--- src/rtl/bcd_to_binary_seq_pkg.sv ---
// Shared types and constants for the sequential BCD-to-binary converter.
package bcd_to_binary_seq_pkg;

    typedef enum logic [1:0] {
        ST_IDLE = 2'd0,
        ST_CONV = 2'd1,
        ST_FIN  = 2'd2
    } state_t;

    localparam int N_SHIFT = 8;
    localparam int STEP_W  = 4;
    localparam int BIN_W   = 8;
    localparam int BCD_W   = 12;

    localparam logic [STEP_W-1:0] LAST_STEP  = STEP_W'(N_SHIFT - 1);
    localparam logic [3:0]        BCD_MAX    = 4'd9;
    localparam logic [3:0]        SUB_THRESH = 4'd8;
    localparam logic [3:0]        SUB_AMT    = 4'd3;

    function automatic logic digit_legal(input logic [3:0] d);
        return d <= BCD_MAX;
    endfunction

endpackage

--- src/rtl/bcd_to_binary_seq_sub3.sv ---
// Digit correction for reverse double-dabble: a digit that picked up a
// shifted-in 8 is really worth 5, so subtract 3 (inverse of add3).
module bcd_to_binary_seq_sub3
    import bcd_to_binary_seq_pkg::*;
(
    input  logic [3:0] din,
    output logic [3:0] dout
);

    always_comb begin
        dout = (din >= SUB_THRESH) ? din - SUB_AMT : din;
    end

endmodule

--- src/rtl/bcd_to_binary_seq.sv ---
// Sequential 3-digit BCD to 8-bit binary converter, one bit per clock,
// with start/busy/done handshake and overflow / non-BCD flags.
module bcd_to_binary_seq
    import bcd_to_binary_seq_pkg::*;
(
    input  logic             clk,
    input  logic             reset,
    input  logic             start,
    input  logic [1:0]       HUNDREDS,
    input  logic [3:0]       TENS,
    input  logic [3:0]       ONES,
    output logic [BIN_W-1:0] bin,
    output logic             busy,
    output logic             done,
    output logic             ovf,
    output logic             err
);

    state_t             state_q, state_d;
    logic [STEP_W-1:0]  step_q, step_d;
    logic [BCD_W-1:0]   bcd_q, bcd_d;
    logic [BIN_W-1:0]   bin_sh_q, bin_sh_d;
    logic               err_pend_q, err_pend_d;
    logic [BIN_W-1:0]   bin_q, bin_d;
    logic               ovf_q, ovf_d;
    logic               err_q, err_d;
    logic               done_q, done_d;

    logic               digits_ok;
    logic [BCD_W+BIN_W-1:0] shift_w;
    logic [BCD_W-1:0]   bcd_shifted;
    logic [BIN_W-1:0]   bin_shifted;
    logic [BCD_W-1:0]   bcd_fixed;

    assign digits_ok = digit_legal(TENS) && digit_legal(ONES);

    // One reverse double-dabble step: shift the whole pair right, then correct digits.
    assign shift_w     = {bcd_q, bin_sh_q} >> 1;
    assign bcd_shifted = shift_w[BCD_W+BIN_W-1:BIN_W];
    assign bin_shifted = shift_w[BIN_W-1:0];

    for (genvar g = 0; g < 3; g++) begin : g_sub3
        bcd_to_binary_seq_sub3 u_sub3 (
            .din  (bcd_shifted[4*g +: 4]),
            .dout (bcd_fixed[4*g +: 4])
        );
    end

    // NOTE: sequential state uses non-blocking assignments so every flop samples
    // pre-edge values; the datapath registers are reset too, so nothing in the
    // block ever carries X into the result after reset.
    always_ff @(posedge clk) begin
        if (reset) begin
            state_q    <= ST_IDLE;
            step_q     <= '0;
            bcd_q      <= '0;
            bin_sh_q   <= '0;
            err_pend_q <= 1'b0;
            bin_q      <= '0;
            ovf_q      <= 1'b0;
            err_q      <= 1'b0;
            done_q     <= 1'b0;
        end else begin
            state_q    <= state_d;
            step_q     <= step_d;
            bcd_q      <= bcd_d;
            bin_sh_q   <= bin_sh_d;
            err_pend_q <= err_pend_d;
            bin_q      <= bin_d;
            ovf_q      <= ovf_d;
            err_q      <= err_d;
            done_q     <= done_d;
        end
    end

    // NOTE: every signal assigned in an always_comb gets a default first, so no
    // path through the case statement can infer a latch.
    always_comb begin
        state_d = state_q;
        unique case (state_q)
            ST_IDLE: if (start) state_d = digits_ok ? ST_CONV : ST_FIN;
            ST_CONV: if (step_q == LAST_STEP) state_d = ST_FIN;
            ST_FIN:  state_d = ST_IDLE;
            default: state_d = ST_IDLE;
        endcase
    end

    always_comb begin
        step_d     = step_q;
        bcd_d      = bcd_q;
        bin_sh_d   = bin_sh_q;
        err_pend_d = err_pend_q;
        bin_d      = bin_q;
        ovf_d      = ovf_q;
        err_d      = err_q;
        done_d     = 1'b0;

        unique case (state_q)
            ST_IDLE: begin
                if (start) begin
                    step_d   = '0;
                    bin_sh_d = '0;
                    // An illegal digit skips conversion; zeroed bcd keeps ovf clear.
                    if (digits_ok) begin
                        bcd_d      = {2'b00, HUNDREDS, TENS, ONES};
                        err_pend_d = 1'b0;
                    end else begin
                        bcd_d      = '0;
                        err_pend_d = 1'b1;
                    end
                end
            end
            ST_CONV: begin
                bcd_d    = bcd_fixed;
                bin_sh_d = bin_shifted;
                step_d   = step_q + 1'b1;
            end
            ST_FIN: begin
                bin_d  = bin_sh_q;
                ovf_d  = (bcd_q != '0);
                err_d  = err_pend_q;
                done_d = 1'b1;
            end
            default: ;
        endcase
    end

    always_comb begin
        busy = (state_q != ST_IDLE);
    end

    assign bin  = bin_q;
    assign ovf  = ovf_q;
    assign err  = err_q;
    assign done = done_q;

endmodule

--- config.mk ---
export PLATFORM = sky130hd
export DESIGN_NAME = bcd_to_binary_seq
export DESIGN_NICKNAME = d
export VERILOG_FILES = /design/src/rtl/bcd_to_binary_seq_pkg.sv /design/src/rtl/bcd_to_binary_seq_sub3.sv /design/src/rtl/bcd_to_binary_seq.sv
export SDC_FILE = /design/constraint.sdc
export NUM_CORES = 1
export LEC_CHECK = 0
export ABC_AREA = 0
export CAP_MARGIN = 25
export CORE_UTILIZATION = 45
export DETAILED_ROUTE_END_ITERATION = 12
export PLACE_DENSITY_LB_ADDON = 0.25
export RECOVER_POWER = 100
export SKIP_LAST_GASP = 1
export SYNTH_ARGS = -nofsm -noshare
export SYNTH_HDL_FRONTEND = slang
export SYNTH_HIERARCHICAL = 1
export SYNTH_SLANG_ARGS = --single-unit
--- constraint.sdc ---
create_clock -name clk -period 1.28 [get_ports clk]
set_clock_uncertainty 0.1 [all_clocks]
set_input_delay 0.256 -clock clk [delete_from_list [all_inputs] [get_ports clk]]
set_output_delay 0.256 -clock clk [all_outputs]
set_load 0.02 [all_outputs]
=== Yosys cells after proc, flatten, opt, wreduce, memory -nomap -nowiden ===
Cells that the tools add are included.

* Add/subtract/negate cells: 4
* Order comparisons: 5
* Equal/unequal tests: 5
* Multiplexer cells: 16
* Reductions and logical operators: 8

{| class="wikitable"
|+ Operators by type and width
! operator !! number
|-
| 12-bit one-hot mux with 2 select lines || 1
|-
| 4-bit two-way mux || 4
|-
| 8-bit one-hot mux with 2 select lines || 1
|-
| 12-bit two-way mux || 1
|-
| 12-bit nonzero test || 1
|-
| 10-bit two-way mux || 1
|-
| 4-bit greater-or-equal comparator (second input constant) || 2
|-
| 4-bit less-or-equal comparator (second input constant) || 2
|-
| 8-bit two-way mux || 1
|-
| 4-bit one-hot mux with 2 select lines || 1
|-
| 4-bit by 2-bit subtractor with 4-bit output (second input constant) || 2
|-
| 2-bit two-way mux || 3
|-
| 2-bit AND reduction || 3
|-
| 4-bit by 1-bit adder with 4-bit output (second input constant) || 1
|-
| 4-bit by 3-bit equality test with 1-bit output (second input constant) || 1
|-
| 3-bit by 4-bit greater-or-equal comparator with 1-bit output (second input constant) || 1
|-
| 2-bit != test (second input constant) || 2
|-
| 2-bit one-hot mux with 2 select lines || 1
|-
| 2-bit nonzero test || 2
|-
| 3-bit by 2-bit subtractor with 4-bit output (second input constant) || 1
|-
| 2-bit by 1-bit equality test with 1-bit output (second input constant) || 1
|-
| 2-bit equality test (second input constant) || 1
|-
| 2-bit logical NOT || 1
|-
| 1-bit two-way mux || 2
|-
| 1-bit logical AND || 1
|}

* Flip-flop bits (word level): 38
* Bits of input ports: 13
* Output and inout bits: 12
* Word-level logic and storage cells: 47

=== Depth between registers and ports, before layout ===
* Depth in word-level cells: 5
* Mapped depth: 6
* Mapped depth without buffers: 6

=== By module ===
The synthesis kept the hierarchy.

{| class="wikitable"
|+ By module, submodules not included
! module !! times used !! cells an instance !! area an instance (um^2) !! sequential area each (um^2)
|-
| bcd_to_binary_seq || 1 || 171 || 1524.0 || 760.7
|-
| bcd_to_binary_seq_sub3 || 3 || 11 || 76.3 || 0.0
|}

=== Worst setup path after synthesis ===
OpenSTA, ideal clock, no wires.

* Kind: flip-flop to flip-flop
* Start: reg bcd_q[1]
* End: reg bcd_q[1]
* Setup time: 133 ps
* Arrival time: 1070 ps
* Data required time: 1047 ps
* Slack: -23 ps
* Stages on the path, launching flop included: 7
* Path buffers: 0
* Period minus slack after synthesis: 1303 ps
* Cell sequence: dfxtp_1 > inv_1 > ha_1 > nand2_1 > o21ai_0 > a22oi_1 > a21oi_1

* Word-level cells in the longest chain between the ends: 3
* Elaborated cells on any way between the ends: 4
* Classes of those cells: add/sub (1); order compare (1); mux (2)

{| class="wikitable"
|+ RTL lines
! what !! RTL line !! source
|-
| start: declaration || bcd_to_binary_seq.sv:21 || <nowiki>logic [BCD_W-1:0] bcd_q, bcd_d;</nowiki>
|-
| start signal: assignment || bcd_to_binary_seq.sv:56 || <nowiki>bcd_q <= '0;</nowiki>
|-
| start signal: assignment || bcd_to_binary_seq.sv:66 || <nowiki>bcd_q <= bcd_d;</nowiki>
|-
| 4-bit by 2-bit subtractor with 4-bit output / 4-bit greater-or-equal comparator (equally long branches) || bcd_to_binary_seq_sub3.sv:11 || <nowiki>dout = (din >= SUB_THRESH) ? din - SUB_AMT : din;</nowiki>
|-
| 4-bit two-way mux (*) || bcd_to_binary_seq_sub3.sv:11 ||
|-
| net bcd_fixed[1] || bcd_to_binary_seq.sv:33 || <nowiki>logic [BCD_W-1:0] bcd_fixed;</nowiki>
|-
| 12-bit one-hot mux with 2 select lines (*) || bcd_to_binary_seq.sv:98 || <nowiki>unique case (state_q)</nowiki>
|}

Mark *: on every way through the listed nets, which the timed path passes. The rest lies on a longest branch.
A chain may end at the register's enable or synchronous reset.

=== Final worst setup path ===
* Start: reg state_q[1]
* End: out busy

* Word-level cells in the longest chain between the ends: 1

{| class="wikitable"
|+ RTL lines
! what !! RTL line !! source
|-
| start: declaration || bcd_to_binary_seq.sv:19 || <nowiki>state_t state_q, state_d;</nowiki>
|-
| start signal: assignment || bcd_to_binary_seq.sv:64 || <nowiki>state_q <= state_d;</nowiki>
|-
| 2-bit nonzero test || bcd_to_binary_seq.sv:129 || <nowiki>busy = (state_q != ST_IDLE);</nowiki>
|-
| end: declaration || bcd_to_binary_seq.sv:13 || <nowiki>output logic busy,</nowiki>
|}

Every way passes these cells.

==> flow_results.xml <==
<?xml version="1.0" encoding="UTF-8"?>
<metrics>
  <group name="sta">
    <metric name="finalSetupViolCount" unit="">13</metric>
    <metric name="layout_min_cycle_time" unit="ps">1350</metric>
    <metric name="finalWorstSetupSlack" unit="ps">-70.7</metric>
    <metric name="min_period_over_period" unit="">1.06</metric>
    <metric name="finalHoldWorstSlack" unit="ps">253</metric>
    <metric name="rsz0062_at_grt" unit="">yes</metric>
    <metric name="max_freq" unit="GHz">0.740</metric>
    <metric name="setup_total_negative_slack" unit="ps">-330</metric>
    <metric name="finalMaxSlewViolations" unit="">0</metric>
    <metric name="final_hold_viol_count" unit="">0</metric>
  </group>
  <group name="worst_setup_path">
    <metric name="endpoint_kind" unit="">output port</metric>
    <metric name="cpLargestDelayFamily" unit="">flip-flops</metric>
    <metric name="timing_worst_setup_path_type" unit="">reg -&gt; out</metric>
    <metric name="timing.critical_path.fanout_max" unit="">2</metric>
    <metric name="worst_path_max_delay_cell" unit="">sky130_fd_sc_hd__dfxtp_2</metric>
    <metric name="critical_path.n_buffers_inverters" unit="">1</metric>
    <metric name="crit_required" unit="ps">920</metric>
    <metric name="setup.worst_path.start_class" unit="">register</metric>
    <metric name="cp_slowest_stage_delay" unit="ps">330</metric>
    <metric name="timing.critical_path.cells" unit="">or2_4 -&gt; buf_6</metric>
    <metric name="critical_path_arrival" unit="ps">990</metric>
  </group>
  <group name="global_route">
    <metric name="grt.overflow.total" unit="">0</metric>
    <metric name="grt_antenna_before_repair" unit="">0</metric>
    <metric name="grt_start_max_net_pins" unit="">23</metric>
    <metric name="global_route.usage.total" unit="">0.219</metric>
    <metric name="via_count_of_the_first_global_routing_pass" unit="">1577</metric>
    <metric name="grt_first_pass_wirelength" unit="um">6960</metric>
  </group>
  <group name="drt">
    <metric name="drc_errors" unit="">0</metric>
    <metric name="drt_first_pass_iters" unit="">4</metric>
    <metric name="postRouteAntennaNets" unit="">0</metric>
    <metric name="detail_route.vias_per_cell" unit="">5.46</metric>
    <metric name="wl_per_cell" unit="um">14.4</metric>
    <metric name="num_vias" unit="">1665</metric>
    <metric name="detail_route.wirelength" unit="um">4390</metric>
    <metric name="drtIter0Drc" unit="">79</metric>
  </group>
  <group name="placed_design">
    <metric name="dpl-instance-area" unit="um2">2200</metric>
    <metric name="place_congestion" unit="">0.787</metric>
    <metric name="placement_stage_worst_setup_slack" unit="ps">-344</metric>
    <metric name="port_buffers" unit="">24</metric>
    <metric name="dpl.cell_count" unit="">289</metric>
    <metric name="detailed_place_hpwl" unit="um">2700</metric>
  </group>
  <group name="logic_synthesis">
    <metric name="yosysTopAreaCellShare" unit="">0.434</metric>
    <metric name="syn-cell-area" unit="um2">1750</metric>
    <metric name="ranking_of_synthesized_cells_by_area" unit="">sky130_fd_sc_hd__dfxtp_1, sky130_fd_sc_hd__a22oi_1, sky130_fd_sc_hd__a21oi_1</metric>
    <metric name="yosys_warnings" unit="">6</metric>
    <metric name="synth_async_sr_flop_share" unit="">0</metric>
    <metric name="synth_sequential_area_ratio" unit="">0.434</metric>
    <metric name="number_of_instances_in_the_synthesized_netlist" unit="">204</metric>
    <metric name="number_of_flops_mapped_to_enable_cells_by_yosys" unit="">0</metric>
    <metric name="synth.ff_latch_count" unit="">38</metric>
    <metric name="synthesis.area_per_instance" unit="um2">8.59</metric>
    <metric name="top_reg_cell_synth" unit="">sky130_fd_sc_hd__dfxtp_1</metric>
    <metric name="yosysTopAreaCell" unit="">sky130_fd_sc_hd__dfxtp_1</metric>
    <metric name="ys_types" unit="">35</metric>
  </group>
  <group name="pwr">
    <metric name="p_seq_frac" unit="">0.423</metric>
    <metric name="static_leakage" unit="nW">0.958</metric>
    <metric name="report.power.total" unit="mW">2.95</metric>
    <metric name="power_switching_share" unit="">0.244</metric>
    <metric name="power.density_cell_area" unit="nW/um2">1140</metric>
    <metric name="intPower" unit="mW">2.23</metric>
    <metric name="switching_component_of_the_power" unit="uW">720</metric>
    <metric name="clock_power_share" unit="">0.416</metric>
    <metric name="share_comb_of_total_power" unit="">0.161</metric>
    <metric name="vdd_drop_max" unit="V">0.000682</metric>
  </group>
  <group name="clock_network">
    <metric name="h-tree-depth" unit="">2</metric>
    <metric name="cts_buffers" unit="">5</metric>
    <metric name="clock_tree.root_cell" unit="">sky130_fd_sc_hd__clkbuf_8</metric>
    <metric name="clkLatencyLatePin" unit="ps">290</metric>
    <metric name="holdBufCountCts" unit="">0</metric>
    <metric name="clock_transition_at_the_registers_of_the_reported_paths" unit="ps">80</metric>
    <metric name="cts_tree" unit="">built</metric>
    <metric name="cts.sink_count" unit="">38</metric>
    <metric name="cts_buffer_depth" unit="">2</metric>
  </group>
  <group name="outcome">
    <metric name="outcome" unit="">finished with violations</metric>
    <metric name="violations" unit="">negative setup slack</metric>
  </group>
  <group name="die">
    <metric name="die_width" unit="um">64.4</metric>
    <metric name="core" unit="um2">3690</metric>
    <metric name="io-pin-count" unit="">25</metric>
    <metric name="floorplan.initialDensity" unit="">0.475</metric>
    <metric name="die-area" unit="um2">4150</metric>
    <metric name="rows" unit="">22</metric>
    <metric name="die_height" unit="um">64.4</metric>
  </group>
  <group name="finish">
    <metric name="finalCoreUtilization" unit="">0.701</metric>
    <metric name="finalNetCount" unit="">276</metric>
    <metric name="design_area" unit="um2">2590</metric>
    <metric name="num-fill-cells" unit="">294</metric>
    <metric name="signed_area_change_from_the_synthesized_netlist_to_the_final_layout" unit="%">47.5</metric>
    <metric name="layout.cells.most_common_list" unit="">sky130_fd_sc_hd__dfxtp_1, sky130_fd_sc_hd__nand2_1, sky130_fd_sc_hd__buf_4</metric>
    <metric name="antenna_cells_inserted" unit="">0</metric>
    <metric name="number_of_non_filler_instances_in_the_completed_layout" unit="">305</metric>
    <metric name="layout.cells.most_common" unit="">sky130_fd_sc_hd__dfxtp_1</metric>
    <metric name="drive_gt1_frac" unit="">0.362</metric>
  </group>
  <group name="min_path">
    <metric name="worst_hold_path_type" unit="">in -&gt; reg</metric>
  </group>
  <group name="job">
    <metric name="maxCapViolCount" unit="">0</metric>
  </group>
</metrics>
## final cells by class
cell class              count  area (um2)  share of cell area
well taps                  48        60.1              0.0232
flip-flops and latches     38         772               0.299
clock inverters             3        68.8              0.0266
multi-input cells         148        1050               0.408
repair buffers             56         536               0.207
inverters                   7        26.3              0.0102
clock buffers               5        68.8              0.0266
## synth_stat cells (2+ instances only)
library cell,instances
sky130_fd_sc_hd__nand2b_1,4
sky130_fd_sc_hd__xnor2_1,3
sky130_fd_sc_hd__nor2_1,18
sky130_fd_sc_hd__nand4_1,10
sky130_fd_sc_hd__clkbuf_1,5
sky130_fd_sc_hd__inv_1,7
sky130_fd_sc_hd__nor2b_1,6
sky130_fd_sc_hd__ha_1,7
sky130_fd_sc_hd__o21ai_0,5
sky130_fd_sc_hd__a21oi_1,23
sky130_fd_sc_hd__nor4_1,3
sky130_fd_sc_hd__xor2_1,3
sky130_fd_sc_hd__buf_6,2
sky130_fd_sc_hd__dfxtp_1,38
sky130_fd_sc_hd__a311oi_1,2
sky130_fd_sc_hd__nand2_1,23
sky130_fd_sc_hd__a22oi_1,21
sky130_fd_sc_hd__buf_2,5
sky130_fd_sc_hd__buf_4,3
## worst reg2reg max path, cell delays in order (launching register included)
cell and delay [ps]:
sky130_fd_sc_hd__dfxtp_2 340, sky130_fd_sc_hd__buf_6 120, sky130_fd_sc_hd__nor2b_4 160, sky130_fd_sc_hd__buf_6 130, sky130_fd_sc_hd__a41oi_2 130, sky130_fd_sc_hd__a311oi_2 250
## per-layer routing
| layer | GRT usage | wire length (um) | vias up |
|---|---|---|---|
| li1 | - | - | 818 |
| met1 | 0.272 | 1930 | 810 |
| met2 | 0.366 | 2220 | 29 |
| met3 | 0.0546 | 195 | 8 |
| met4 | 0.0750 | 44 | 0 |
| met5 | 0 | 0 | - |
## worst paths after layout
path | from | endpoint | cells past startpoint | slack (ps)
worst max-delay path | state_q[1] | busy | 2 | -70
worst min-delay path | start | state_q[1] | 4 | 250
worst max register to register | state_q[0] | step_q[3] | 5 | -40
worst min register to register | bin[2] | bin[2] | 2 | 360
## state kept, by name, summed over array words and instances, names as in the netlist
register,cells
err,1
step_q,4
err_pend_q,1
bin_sh_q,8
ovf,1
state_q,2
done,1
bcd_q,12
bin,8
## kinds of logic after synthesis
group                      count (synthesis)  synth area share
AOI/OAI and AO/OA                         58             0.213
buffers and inverters                     22            0.0657
adders and majority gates                  7            0.0500
and+or+nand+nor                           72             0.205
other                                      1           0.00214
DFF                                       38             0.434
xor gates and xnor gates                   6            0.0300
## power by group through the flow
stage / clock network, mW / registers [mW] / logic, mW
floorplan: 0 / 1.27 / 0.206
global placement: 0 / 1.27 / 0.368
detailed placement: 0 / 1.27 / 0.372
CTS: 1.25 / 1.24 / 0.406
global route: 1.29 / 1.25 / 0.514
finish: 1.23 / 1.25 / 0.476
## timing repair
item | 4_1_cts | 5_1_grt
buffers inserted | 3 | 3
gates cloned | 0 | 2
endpoints found under the setup margin | 22 | 40
pin swaps | 3 | 27
gates resized for setup | 63 | 43
(Power assumes the default switching activity.)
